File: config.mk
export PLATFORM = sky130hd
export DESIGN_NAME = fetch_sequencer_flat
export DESIGN_NICKNAME = d
export VERILOG_FILES = /design/src/rtl/fetch_sequencer_if.sv /design/src/rtl/fetch_sequencer.sv /design/src/flat_wrapper.sv
export SDC_FILE = /design/constraint.sdc
export NUM_CORES = 1
export LEC_CHECK = 0
export ABC_AREA = 1
export BUFFER_PORTS_ARGS = -buffer_cell sky130_fd_sc_hd__buf_4
export CORE_MARGIN = 5
export CORE_UTILIZATION = 40
export CTS_CLUSTER_DIAMETER = 120
export DETAILED_ROUTE_END_ITERATION = 10
export GPL_TIMING_DRIVEN = 0
export PLACE_DENSITY = 0.74
export SLEW_MARGIN = 20
export SYNTH_ARGS = -nofsm -noshare
export SYNTH_HDL_FRONTEND = slang
export SYNTH_SLANG_ARGS = --single-unit
File: constraint.sdc
create_clock -name clk -period 1.6 [get_ports clk]
set_clock_uncertainty 0.05 [all_clocks]
set_input_delay 0.08 -clock clk [delete_from_list [all_inputs] [get_ports clk]]
set_output_delay 0.08 -clock clk [all_outputs]
set_load 0.1 [all_outputs]
File: src/rtl/fetch_sequencer_if.sv
// fetch_sequencer_if: fetch-stage bus joining the PC sequencer, instruction memory and decode
interface fetch_sequencer_if;
    logic        imem_req;
    logic [31:0] imem_addr;
    logic        imem_ack;
    logic [31:0] imem_rdata;
    logic [31:0] instr;
    logic        instr_valid;
    logic        instr_ready;
    logic        redirect;
    logic [31:0] redirect_pc;
    logic [31:0] pc;
    logic        fault;
    modport master (
        output imem_req, imem_addr, instr, instr_valid, pc, fault,
        input  imem_ack, imem_rdata, instr_ready, redirect, redirect_pc
    );
    modport slave (
        input  imem_req, imem_addr, instr, instr_valid, pc, fault,
        output imem_ack, imem_rdata, instr_ready, redirect, redirect_pc
    );
endinterface

File: src/rtl/fetch_sequencer.sv
// fetch_sequencer: stall-aware PC sequencer issuing one fetch per PC and buffering the word for decode
module fetch_sequencer #(
    parameter logic [31:0] RESET_PC = 32'h0000_3000,
    parameter int          MAX_WAIT = 15
) (
    input logic          clk,
    input logic          reset,
    fetch_sequencer_if.master bus
);
    localparam int W = $clog2(MAX_WAIT + 1);
    localparam logic [W-1:0] WAIT_LAST = W'(MAX_WAIT);
    typedef enum logic [1:0] {FETCH, HOLD, FAULT} state_t;
    state_t      state_q, state_d;
    logic [31:0] pc_q, pc_d;
    logic [31:0] instr_q, instr_d;
    logic        valid_q, valid_d;
    logic        fault_q, fault_d;
    logic [W-1:0] wait_q, wait_d;
    always_comb begin
        state_d = state_q;
        pc_d    = pc_q;
        instr_d = instr_q;
        valid_d = valid_q;
        fault_d = fault_q;
        wait_d  = wait_q;
        if (state_q != FAULT && bus.redirect) begin
            pc_d    = {bus.redirect_pc[31:2], 2'b00};
            valid_d = 1'b0;
            wait_d  = '0;
            state_d = FETCH;
        end else if (state_q == FETCH) begin
            if (bus.imem_ack) begin
                instr_d = bus.imem_rdata;
                valid_d = 1'b1;
                wait_d  = '0;
                state_d = HOLD;
            end else if (wait_q == WAIT_LAST) begin
                fault_d = 1'b1;
                valid_d = 1'b0;
                state_d = FAULT;
            end else begin
                wait_d = wait_q + W'(1);
            end
        end else if (state_q == HOLD && bus.instr_ready) begin
            pc_d    = pc_q + 32'd4;
            valid_d = 1'b0;
            state_d = FETCH;
        end
    end
    always_ff @(posedge clk) begin
        if (reset) begin
            state_q <= FETCH;
            pc_q    <= RESET_PC;
            instr_q <= '0;
            valid_q <= 1'b0;
            fault_q <= 1'b0;
            wait_q  <= '0;
        end else begin
            state_q <= state_d;
            pc_q    <= pc_d;
            instr_q <= instr_d;
            valid_q <= valid_d;
            fault_q <= fault_d;
            wait_q  <= wait_d;
        end
    end
    assign bus.imem_req    = state_q == FETCH;
    assign bus.imem_addr   = pc_q;
    assign bus.pc          = pc_q;
    assign bus.instr       = instr_q;
    assign bus.instr_valid = valid_q;
    assign bus.fault       = fault_q;
endmodule

File: src/flat_wrapper.sv
// flat-port wrapper written by rule: the top's interface ports become plain ports
module fetch_sequencer_flat 
#(
    parameter logic [31:0] RESET_PC = 32'h0000_3000,
    parameter int          MAX_WAIT = 15
)
  (clk, reset, bus_imem_req, bus_imem_addr, bus_instr, bus_instr_valid, bus_pc, bus_fault, bus_imem_ack, bus_imem_rdata, bus_instr_ready, bus_redirect, bus_redirect_pc);
  fetch_sequencer_if bus_i ();
  input logic clk;
  input logic reset;
  output wire logic [$bits(bus_i.imem_req)-1:0] bus_imem_req;
  output wire logic [$bits(bus_i.imem_addr)-1:0] bus_imem_addr;
  output wire logic [$bits(bus_i.instr)-1:0] bus_instr;
  output wire logic [$bits(bus_i.instr_valid)-1:0] bus_instr_valid;
  output wire logic [$bits(bus_i.pc)-1:0] bus_pc;
  output wire logic [$bits(bus_i.fault)-1:0] bus_fault;
  input wire logic [$bits(bus_i.imem_ack)-1:0] bus_imem_ack;
  input wire logic [$bits(bus_i.imem_rdata)-1:0] bus_imem_rdata;
  input wire logic [$bits(bus_i.instr_ready)-1:0] bus_instr_ready;
  input wire logic [$bits(bus_i.redirect)-1:0] bus_redirect;
  input wire logic [$bits(bus_i.redirect_pc)-1:0] bus_redirect_pc;
  assign bus_imem_req = bus_i.imem_req;
  assign bus_imem_addr = bus_i.imem_addr;
  assign bus_instr = bus_i.instr;
  assign bus_instr_valid = bus_i.instr_valid;
  assign bus_pc = bus_i.pc;
  assign bus_fault = bus_i.fault;
  assign bus_i.imem_ack = bus_imem_ack;
  assign bus_i.imem_rdata = bus_imem_rdata;
  assign bus_i.instr_ready = bus_instr_ready;
  assign bus_i.redirect = bus_redirect;
  assign bus_i.redirect_pc = bus_redirect_pc;
  fetch_sequencer #(.RESET_PC(RESET_PC), .MAX_WAIT(MAX_WAIT)) u_core (.clk(clk), .reset(reset), .bus(bus_i));
endmodule
After elaboration in Yosys (flattened, before gate mapping)
Index checks and enable logic that the tools add are counted.

Word-level logic and storage cells: 43. Bits of input ports: 69. Flip-flop bits (word level): 72.

Equal/unequal tests: 6. Bitwise operators: 3. $add $sub $neg: 2. Muxes and demuxes: 13. Reduce and logical (&&, ||, !) cells: 12.

Operator list (count): 32-bit 2-to-1 mux (3); 32-bit by 3-bit adder with 32-bit output (second input constant) (1); 2-bit 2-to-1 mux (4); 4-bit 2-to-1 mux (2); 2-bit AND reduction (4); 4-bit by 1-bit adder with 4-bit output (second input constant) (1); 4-bit equality test (second input constant) (1); 1-bit 2-to-1 mux (4); 2-bit != test (second input constant) (2); 4-bit AND reduction (1); 2-bit nonzero test (2); 3-bit by 1-bit != test with 1-bit output (second input constant) (1); 1-bit inverter (3); 3-bit AND reduction (1); 2-bit by 1-bit equality test with 1-bit output (second input constant) (1); 1-bit logical AND (2); 2-bit zero test (1); 2-bit by 1-bit != test with 1-bit output (second input constant) (1); 2-bit OR reduction (1).

Longest topological paths before layout
Word-level depth: 5. Depth in mapped cells: 10.

Least setup slack after synthesis
OpenSTA, ideal clock, no wires.

Kind: register to register. From: register u_core.state_q[0]. To: register u_core.instr_q[23], in the netlist u_core.bus.instr[23]. Setup slack: -1.036 ns. Arrival: 2.457 ns. Path buffers: 1. Library setup time: 0.128 ns. Cell stages (with the launch flop): 6. Cell sequence: dfxtp_1 nor2_2 nand3_2 clkbuf_1 o21ai_0 a21oi_1.

RTL lines: from (decl) (line fetch_sequencer.sv:13) `state_t state_q, state_d;`; from (signal assigned) (line fetch_sequencer.sv:59) `state_q <= state_d;`; 2-bit zero test; net bus_imem_req (line flat_wrapper.sv:11) `output wire logic [$bits(bus_i.imem_req)-1:0] bus_imem_req;`; 3-bit AND reduction (no line); to (signal assigned) (line fetch_sequencer.sv:61) `instr_q <= instr_d;`; to (decl) (line fetch_sequencer.sv:15) `logic [31:0] instr_q, instr_d;`.

The timed path passes the listed nets, and every way through them passes these cells. A chain may end at the register's enable or synchronous reset.

Final worst setup path
From: register u_core.state_q[1]. To: register u_core.pc_q[5], in the netlist u_core.bus.imem_addr[5].

Longest elaborated chain between the ends: 4.

RTL lines: 2-bit != test / 2-bit by 1-bit equality test with 1-bit output (equally long branches) (line fetch_sequencer.sv:26, fetch_sequencer.sv:44); 1-bit logical AND (on tied branches) (line fetch_sequencer.sv:26, fetch_sequencer.sv:44); 2-bit by 1-bit != test with 1-bit output (no line) / 2-bit nonzero test (equally long branches); 2-bit AND reduction (no line); to (signal assigned) (line fetch_sequencer.sv:60) `pc_q <= pc_d;`; to (decl) (line fetch_sequencer.sv:14) `logic [31:0] pc_q, pc_d;`.

Parallel ways exist; a longest one is shown, timed or not.

==> results.toml <==
[detailed_routing]
drt_first_pass_iters = 5
post_drt_wl_per_cell_um = 14.3
avgViaCountPerCell = 4.85
routed_wl_um = 13900
drc = 0
first_iter_violations = 185
num_vias = 4722
antenna_left = 0

[job]
drv_cap = 0

[critical_path]
reg2reg_from = "u_core.state_q[1]"
start_kind = "flip-flop"
ff2ff_setup_slack_ns = 0.05
r2r_cells = 7
r2r_end = "u_core.bus.imem_addr[5]"
crit_type = "reg2reg"
cp-end-kind = "flip-flop"
critPathArrivalTime_ns = 1.76
cp_max_fo = 10
worstPathRequired_ns = 1.81

[clock_tree]
numCtsBuffers = 9
tritoncts = "done"
cts_sinks = 69
clock-root-buffer = "clkbuf_8"
htreeDepth = 3
worstSkewPairLatency_ns = 0.35
cts_max_path_buffers = 2
clk_pin_slew_ns = 0.09

[final_layout]
area_growth_pct = 62.5
fin_area_um2 = 6330
insertedDiodeCount = 0
nNetsFinal = 907
drive_above_1_share_pct = 37.3

[placed_design]
place.gp.congestion = 0.912
dp_slack_ns = -0.101
dp_hpwl_um = 10000
placedInstanceArea_um2 = 5460
io_buffers = 161

[sta]
fin_ws_ns = 0.0528
fmax_mhz = 646
rsz0062_at_grt = "true"
max_slew_margin_pct = 65.3
min_period_over_period_pct = 96.7
period_minus_slack_ns = 1.55
worst_slew_pin_slew_ns = 0.521
drv_slew = 0
whs_ns = -0.00815
hold_violations = 1
finalSetupViolations = 0

[global_routing]
antenna_found_initial = 0
grt_max_degree = 15
first_global_vias = 4617
grt_overflow_total = 0
grt.total_usage_pct = 23.3
grt_pass1_wl_um = 21800

[worst_hold_path]
worstHoldPathType = "in2reg"
hold_depth = 3
hp-start = "bus_imem_rdata[7]"
whs_endpoint = "u_core.bus.instr[7]"

[logic_synthesis]
avgSynthCellArea_um2 = 6.45
synth_area_leader_cell = "dfxtp_1"
synth_area_um2 = 3900
synth_top_area_share_pct = 35.4
synth_edf_count = 0
ys_async_sr_fraction_pct = 0
ys_ff_latch = 69
synth_cell_types = 33
synth.area.top_cells = "dfxtp_1 35%, nand2_1 14%, inv_1 8.2%, buf_4 7.1%, o21ai_0 6.8%"
yosys_warnings = 0
synthFlopType = "dfxtp_1"
yosysSeqAreaShare_pct = 35.4
synthCells = 604

[pwr]
p_seq_share_pct = 34.2
p_sw_mw = 2.50
pwr-share-clk_pct = 27.5
netSwitchingFraction_pct = 43.9
leakagePower_nw = 2.87
p_comb_share_pct = 38.2
intPower_mw = 3.19
ir_worst_vdd_mv = 0.660
power_density_nw_per_um2 = 899

[die]
die_h_um = 109
coreArea_um2 = 9640
die_area_um2 = 11800
start_util_pct = 40.4
io_pins = 168
rows = 36
chipWidth_um = 109

[status]
status = "complete, but fails checks"
violations = "hold timing"
-- cells in the mapped netlist, types with 6 or more instances --
master and n:
o21ai_0 53, nand3_1 44, inv_1 85, o211ai_1 6, nor2_1 50, nand2_1 146, nor2_2 9, dfxtp_1 69
clkbuf_1 12, buf_4 37, a21oi_1 51
-- registers in the layout, summed over array words and instances, names as in the netlist --
register and flops:
u_core.bus.fault 1, u_core.bus.instr 32, u_core.wait_q 4, u_core.state_q 2, u_core.bus.imem_addr 30
-- worst max path at each step --
stage                                  startpoint                       end  slack, ns  cells past startpoint
after CTS                       u_core.state_q[1]   u_core.bus.imem_addr[9]      0.004                     10
after floorplan                 u_core.state_q[0]          u_core.wait_q[1]      -0.15                      7
after global routing      u_core.bus.imem_addr[2]  u_core.bus.imem_addr[22]      -0.06                     10
after global placement          u_core.state_q[1]  u_core.bus.imem_addr[10]      -0.05                      6
after detailed placement        u_core.state_q[1]   u_core.bus.imem_addr[9]      -0.10                     10
final                           u_core.state_q[1]   u_core.bus.imem_addr[5]       0.05                      7
-- power groups by stage --
stage,Sequential (mW),Clock (mW),Combinational [mW]
4_1_cts,1.95,1.58,2.12
3_3_place_gp,1.98,0,2.01
2_1_floorplan,2.73,0,0.792
3_5_place_dp,1.99,0,2.03
5_1_grt,1.97,1.68,2.28
6_report,1.95,1.57,2.18
-- routing by layer --
layer	up-vias	track usage (%)	part of all wire, %
li1	2349	-	-
met1	2165	27.0	39
met2	182	40.6	49
met3	26	6.45	9.0
met4	0	9.02	2.3
met5	-	0	0
-- final cells by class --
class                           instances  area, µm²
Fill cell                             856       3310
Timing Repair Buffer                  218       1750
Buffer                                 55        384
Sequential cell                        69       1480
Clock inverter                          5       43.8
Clock buffer                           11        174
Inverter                               89        345
Tap cell                              133        166
Multi-Input combinational cell        394       2000
-- logic make-up (layout without fill, tap and decap cells) --
logic type	Yosys count	in the layout	synth area share [%]
and+or+nand+nor	261	261	28.5
buffers and inverters	144	378	17.6
AOI/OAI and AO/OA	124	124	17.0
DFF	69	69	35.4
xor gates and xnor gates	3	3	0.674
adders and majority gates	2	2	0.642
other	1	4	0.0962
-- critical path, cell delays in order, from the launching register on --
cell	delay, ns
dfxtp_2	0.35
inv_2	0.06
o21ai_4	0.21
buf_4	0.16
buf_6	0.12
buf_4	0.19
nand4_1	0.13
a31oi_1	0.18
-- per-stage QoR --
step | TNS (ns) | instances | util, % | hold slack (ns) | total power, mW
finish | 0 | 974 | 65.7 | -0.00815 | 5.70
global route | -0.215 | 974 | 65.7 | 0.00309 | 5.92
CTS | 0 | 961 | 63.7 | 0.00100 | 5.66
detailed placement | -1.21 | 901 | 56.6 | 0.303 | 4.01
global placement | -0.500 | 901 | 56.6 | 0.293 | 3.99
floorplan | -4.90 | 607 | - | 0.169 | 3.52
-- placed cells by master (no fill, tap or decap), types with 5 or more instances in the layout --
cell type | Yosys | final
buf_4 | 37 | 212
nand2_1 | 146 | 140
inv_1 | 85 | 85
a21oi_1 | 51 | 49
nand3_1 | 44 | 43
o21ai_0 | 53 | 43
dlygate4sd3_1 | 0 | 43
nor2_1 | 50 | 41
dfxtp_1 | 69 | 38
dfxtp_4 | 0 | 22
o21ai_1 | 4 | 13
nor2_4 | 0 | 9
nor2_2 | 9 | 9
clkbuf_8 | 0 | 9
dfxtp_2 | 0 | 9
o211ai_1 | 6 | 6
nand2_2 | 1 | 5
clkbuf_1 | 12 | 5
nor3_1 | 5 | 5
-- repair_timing --
item                                    in CTS  in global routing
endpoints found under the setup margin      30                 62
endpoints found under the hold margin       43                  0
setup buffers                                1                 13
cloned                                       0                  0
gates resized for setup                     13                 39
hold buffers                                43                  0
pin swaps                                    2                 11
(Power assumes the default switching activity.)
